**src/rtl/alu_cmd_sequencer.sv**
```systemverilog
// Command sequencer for the 4-bit ALU/decoder datapath: latches one command per
// handshake, strobes the ALU, waits ALU_LAT cycles and holds the captured result.
module alu_cmd_sequencer #(
  parameter int unsigned ALU_LAT = 2,
  parameter int unsigned NUM_OPS = 10
) (
  input  logic       clock_100Mhz,
  input  logic       reset,
  input  logic       cmd_valid,
  output logic       cmd_ready,
  input  logic [3:0] cmd_x,
  input  logic [3:0] cmd_y,
  input  logic [3:0] cmd_m,
  input  logic       cmd_control,
  output logic [3:0] alu_x,
  output logic [3:0] alu_y,
  output logic [3:0] alu_m,
  output logic       alu_control,
  output logic       alu_en,
  input  logic [7:0] alu_result,
  output logic [7:0] result,
  output logic       result_valid,
  output logic       done,
  output logic       busy,
  output logic       err,
  output logic [7:0] op_count
);

  localparam logic [1:0] IDLE  = 2'd0;
  localparam logic [1:0] ISSUE = 2'd1;
  localparam logic [1:0] WAIT  = 2'd2;

  localparam logic [3:0] LAT_RELOAD = 4'(ALU_LAT - 1);
  localparam logic [7:0] ILLEGAL_CODE = 8'hEE;

  logic [1:0] state_q, state_d;
  logic [3:0] cnt_q, cnt_d;
  logic [3:0] aluX_q, aluX_d;
  logic [3:0] aluY_q, aluY_d;
  logic [3:0] aluM_q, aluM_d;
  logic       aluControl_q, aluControl_d;
  logic       aluEn_q, aluEn_d;
  logic [7:0] result_q, result_d;
  logic       resultValid_q, resultValid_d;
  logic       done_q, done_d;
  logic       err_q, err_d;
  logic [7:0] opCount_q, opCount_d;
  logic       cmdLegal;

  assign cmdLegal = ({28'd0, cmd_m} < NUM_OPS);

  // An illegal opcode is answered in IDLE at the accept edge and never reaches the ALU.
  always_comb begin
    state_d       = state_q;
    cnt_d         = cnt_q;
    aluX_d        = aluX_q;
    aluY_d        = aluY_q;
    aluM_d        = aluM_q;
    aluControl_d  = aluControl_q;
    aluEn_d       = 1'b0;
    result_d      = result_q;
    resultValid_d = resultValid_q;
    done_d        = 1'b0;
    err_d         = err_q;
    opCount_d     = opCount_q;

    case (state_q)
      IDLE: begin
        if (cmd_valid) begin
          resultValid_d = 1'b0;
          err_d         = 1'b0;
          if (cmdLegal) begin
            aluX_d       = cmd_x;
            aluY_d       = cmd_y;
            aluM_d       = cmd_m;
            aluControl_d = cmd_control;
            aluEn_d      = 1'b1;
            state_d      = ISSUE;
          end else begin
            err_d         = 1'b1;
            result_d      = ILLEGAL_CODE;
            resultValid_d = 1'b1;
            done_d        = 1'b1;
          end
        end
      end
      ISSUE: begin
        cnt_d   = LAT_RELOAD;
        state_d = WAIT;
      end
      WAIT: begin
        if (cnt_q != 4'd0) begin
          cnt_d = cnt_q - 4'd1;
        end else begin
          result_d      = alu_result;
          resultValid_d = 1'b1;
          done_d        = 1'b1;
          opCount_d     = opCount_q + 8'd1;
          state_d       = IDLE;
        end
      end
      default: begin
        state_d = IDLE;
      end
    endcase
  end

  always_ff @(posedge clock_100Mhz) begin
    if (reset) begin
      state_q       <= IDLE;
      cnt_q         <= 4'd0;
      aluX_q        <= 4'd0;
      aluY_q        <= 4'd0;
      aluM_q        <= 4'd0;
      aluControl_q  <= 1'b0;
      aluEn_q       <= 1'b0;
      result_q      <= 8'd0;
      resultValid_q <= 1'b0;
      done_q        <= 1'b0;
      err_q         <= 1'b0;
      opCount_q     <= 8'd0;
    end else begin
      state_q       <= state_d;
      cnt_q         <= cnt_d;
      aluX_q        <= aluX_d;
      aluY_q        <= aluY_d;
      aluM_q        <= aluM_d;
      aluControl_q  <= aluControl_d;
      aluEn_q       <= aluEn_d;
      result_q      <= result_d;
      resultValid_q <= resultValid_d;
      done_q        <= done_d;
      err_q         <= err_d;
      opCount_q     <= opCount_d;
    end
  end

  assign cmd_ready    = (state_q == IDLE);
  assign busy         = (state_q != IDLE);
  assign alu_x        = aluX_q;
  assign alu_y        = aluY_q;
  assign alu_m        = aluM_q;
  assign alu_control  = aluControl_q;
  assign alu_en       = aluEn_q;
  assign result       = result_q;
  assign result_valid = resultValid_q;
  assign done         = done_q;
  assign err          = err_q;
  assign op_count     = opCount_q;

endmodule

```
**config.mk**
```make
export PLATFORM = sky130hd
export DESIGN_NAME = alu_cmd_sequencer
export DESIGN_NICKNAME = d
export VERILOG_FILES = /design/src/rtl/alu_cmd_sequencer.sv
export SDC_FILE = /design/constraint.sdc
export NUM_CORES = 1
export LEC_CHECK = 0
export CAP_MARGIN = 5
export CELL_PAD_IN_SITES_DETAIL_PLACEMENT = 1
export CELL_PAD_IN_SITES_GLOBAL_PLACEMENT = 2
export CORE_MARGIN = 1.5
export CORE_UTILIZATION = 24
export CTS_BUF_LIST = sky130_fd_sc_hd__clkbuf_8
export DETAILED_ROUTE_END_ITERATION = 6
export PLACE_DENSITY = 0.75
export SYNTH_ARGS = -nofsm -noshare
export SYNTH_HDL_FRONTEND = slang
export SYNTH_SLANG_ARGS = --single-unit
```
**constraint.sdc**
```tcl
create_clock -name clock_100Mhz -period 1.9 [get_ports clock_100Mhz]
set_clock_uncertainty 0.15 [all_clocks]
set_input_delay 0.19 -clock clock_100Mhz [delete_from_list [all_inputs] [get_ports clock_100Mhz]]
set_output_delay 0.19 -clock clock_100Mhz [all_outputs]
set_load 0.02 [all_outputs]
```
==> out/qor.csv <==
metric;value;unit
status;finished clean;
vias in the first global route;1689;
WHS Endpoint;alu_m[0];
share of cells above drive strength 1;22.05;%
CTS clock-pin slew for the worst setup and hold paths;0.08;ns
CTS Buf Count;5;
DIE AREA;7469;um^2
number of H-tree levels;2;
Post-synth EDFFs;0;
GR Overflow Total;0;
fin crit share;99.34;%
Starting DRT DRC Count;61;
Slew headroom;65.78;%
final setup vio count;0;
Crit Path Max Fanout;4;
Num Clock Sinks;39;
nets@finish;289;
Starting Density;24.72;%
initial antenna violation count;0;
RR Startpoint;cnt_q[0];
worst hold slack;0.3074;ns
critical path endpoint category;register;
Setup Slack @ Placement;-0.05186;ns
pin count of the biggest net entering global routing;19;
core area;6756;um^2
Leak;0.9598;nW
Synth Instances;188;
# port buffers;58;
Hold Crit Start;cmd_m[0];
Detailed Route WL;5431;um
# IOs;59;
area grow syn2layout;60.90;%
Yosys top cell area share;46.74;%
Hold WC Path Type;input pin to register;
Die Y;86.43;um
final worst slack;0.01245;ns
Root Buffer;clkbuf_8;
max frequency;529.8;MHz
final hold vios;0;
Post-Syn Nets;215;
CP Launch Type;register;
diode count;0;
path depth of the worst reg2reg path;5;
hold path cells;3;
CTS tree;built;
post-synthesis cell area;1670;um^2
crit path time final;1.888;ns
global-route wire length before repair;8383;um
critical path type;register to register;
routed length per instance;15.83;um
worst slew pin tran;0.5132;ns
Critical Path RT;1.93;ns
Seq/Total Area, Yosys;46.74;%
setup slack, reg-to-reg;0.01;ns
worst path arrival time;1.91;ns
Post-CTS Hold Buffers;0;
Remaining DRCs;0;
GR Util All Layers;14.19;%
clk buf depth;2;
Yosys reg bits;39;
vias per cell;5.146;
yosys warns;0;
largest area contributor in the netlist;dfxtp_1;
syn avg cell area;8.885;um^2
worst reg2reg path endpoint;op_count[7];
largest cells by area after synthesis;dfxtp_1 (47%), a21oi_1 (6.3%), nand3_1 (5.7%), o21ai_0 (5.1%), o221a_2 (4.0%);
synth unique cells;38;
Async SR Flop Fraction;0;%
top_reg_cell synth;dfxtp_1;
drt first pass iters;4;
Routed Antenna Nets;0;
unrepaired setup endpoints after global routing;yes;
Rows;30;
DIE WIDTH;86.43;um
GPL Wtd Cong;0.7633;
maximum vdd drop;270.1;uV
power per standard cell area;756.2;nW/um^2
vias;1765;
max-cap violations;0;
worst skew pair latency;0.29;ns
Max Transition Viols Final;0;
HPWL Detailed;3667;um
[synthesized netlist by cell type (2+ instances only)]
library cell and n:
buf_2 2, nor2_1 5, inv_1 7, or3b_2 2, dfxtp_1 39, nor2b_1 2, o31ai_1 2, nor3_1 3
or4_1 2, a221oi_1 3, o32ai_1 2, nand4_1 4, or2_2 2, nor3b_1 2, o311ai_0 2, nand2_1 10
ha_1 3, nand2b_1 2, o21ai_0 17, a21oi_1 21, or3_1 3, o41ai_1 2, mux2_2 2, o221a_2 6
nand3_1 19, clkbuf_1 12
[layer usage]
layer	GRT usage (%)	up-vias	wire (um)
li1	-	855	-
met1	18.87	861	2612
met2	23.44	47	2538
met3	3.048	2	258
met4	3.519	0	22
met5	0	-	0
[flip-flops by register name (all words and copies together), names as in the netlist]
register / cells
alu_en: 1
state_q: 2
alu_control: 1
alu_y: 4
alu_x: 4
op_count: 8
result_valid: 1
cnt_q: 4
err: 1
result: 8
alu_m: 4
done: 1
[cells in the final DEF (no fill, tap or decap), types with 3 or more instances in the layout]
cell and n:
a21oi_1 20, buf_4 18, buf_6 3, clkbuf_8 5, clkdlybuf4s50_1 56, dfxtp_1 36, dfxtp_2 3, inv_1 5
nand2_1 10, nand3_1 19, nand4_1 4, nor2_1 5, o21ai_0 17, o221a_2 3, o221a_4 3, or3_1 3
[report_power, final]
group | switching, W | internal [W] | leakage, nW
combinational | 0.000221 | 0.000224 | 0.582
clock | 0.000310 | 0.000391 | 0.0581
sequential | 0.0000262 | 0.000860 | 0.319
[logic make-up (layout without fill, tap and decap cells)]
family	after synthesis	count (layout)	share of synthesized area, %
compound gates	62	62	24.42
fa+ha+maj	3	3	2.247
buf+inv	22	96	5.094
flops	39	39	46.74
mux	2	2	1.348
simple gates	60	61	20.15
[worst max-delay path, cell delays in order, from the launching register on]
cell and delay (ns):
dfxtp_2 0.33, inv_2 0.07, ha_4 0.14, or4b_2 0.66, o311ai_2 0.32, o41ai_1 0.11
[per-stage QoR]
stage                     cells  setup TNS (ns)  total power, W  utilization (%)  area, um^2
after floorplan             188               0        0.001097                -        1670
after global placement      332       -0.005671        0.001309            36.39        2459
after detailed placement    332         -0.2709        0.001317            36.39        2459
after CTS                   340         -0.5314        0.002027            38.09        2574
after global routing        343         -0.2252        0.002134            39.78        2688
final                       343               0        0.002032            39.78        2688
[worst max-delay path by stage]
stage,cells after the start,from,slack (ns),endpoint
floorplan,6,cnt_q[0],0.002,op_count[5]
global placement,5,cnt_q[0],-0.006,op_count[6]
detailed placement,5,cnt_q[0],-0.05,op_count[6]
CTS,5,cnt_q[0],-0.09,op_count[6]
global route,5,cnt_q[0],-0.05,op_count[7]
finish,5,cnt_q[0],0.01,op_count[7]
[layout make-up]
cell class,count,area (um^2)
fillers,793,4069
inverters,8,30.03
repair buffers,80,767.0
well taps,80,100.1
flip-flops and latches,39,784.5
clock inverters,3,43.79
clock buffers,5,68.82
multi-input cells,128,893.4
[what timing repair did]
item	4_1_cts	5_1_grt
setup endpoints to repair	15	17
cloned	0	1
pin swaps	0	7
setup buffers	0	2
gates resized for setup	4	20
No activity file was read; power rests on OpenSTA's default activity.
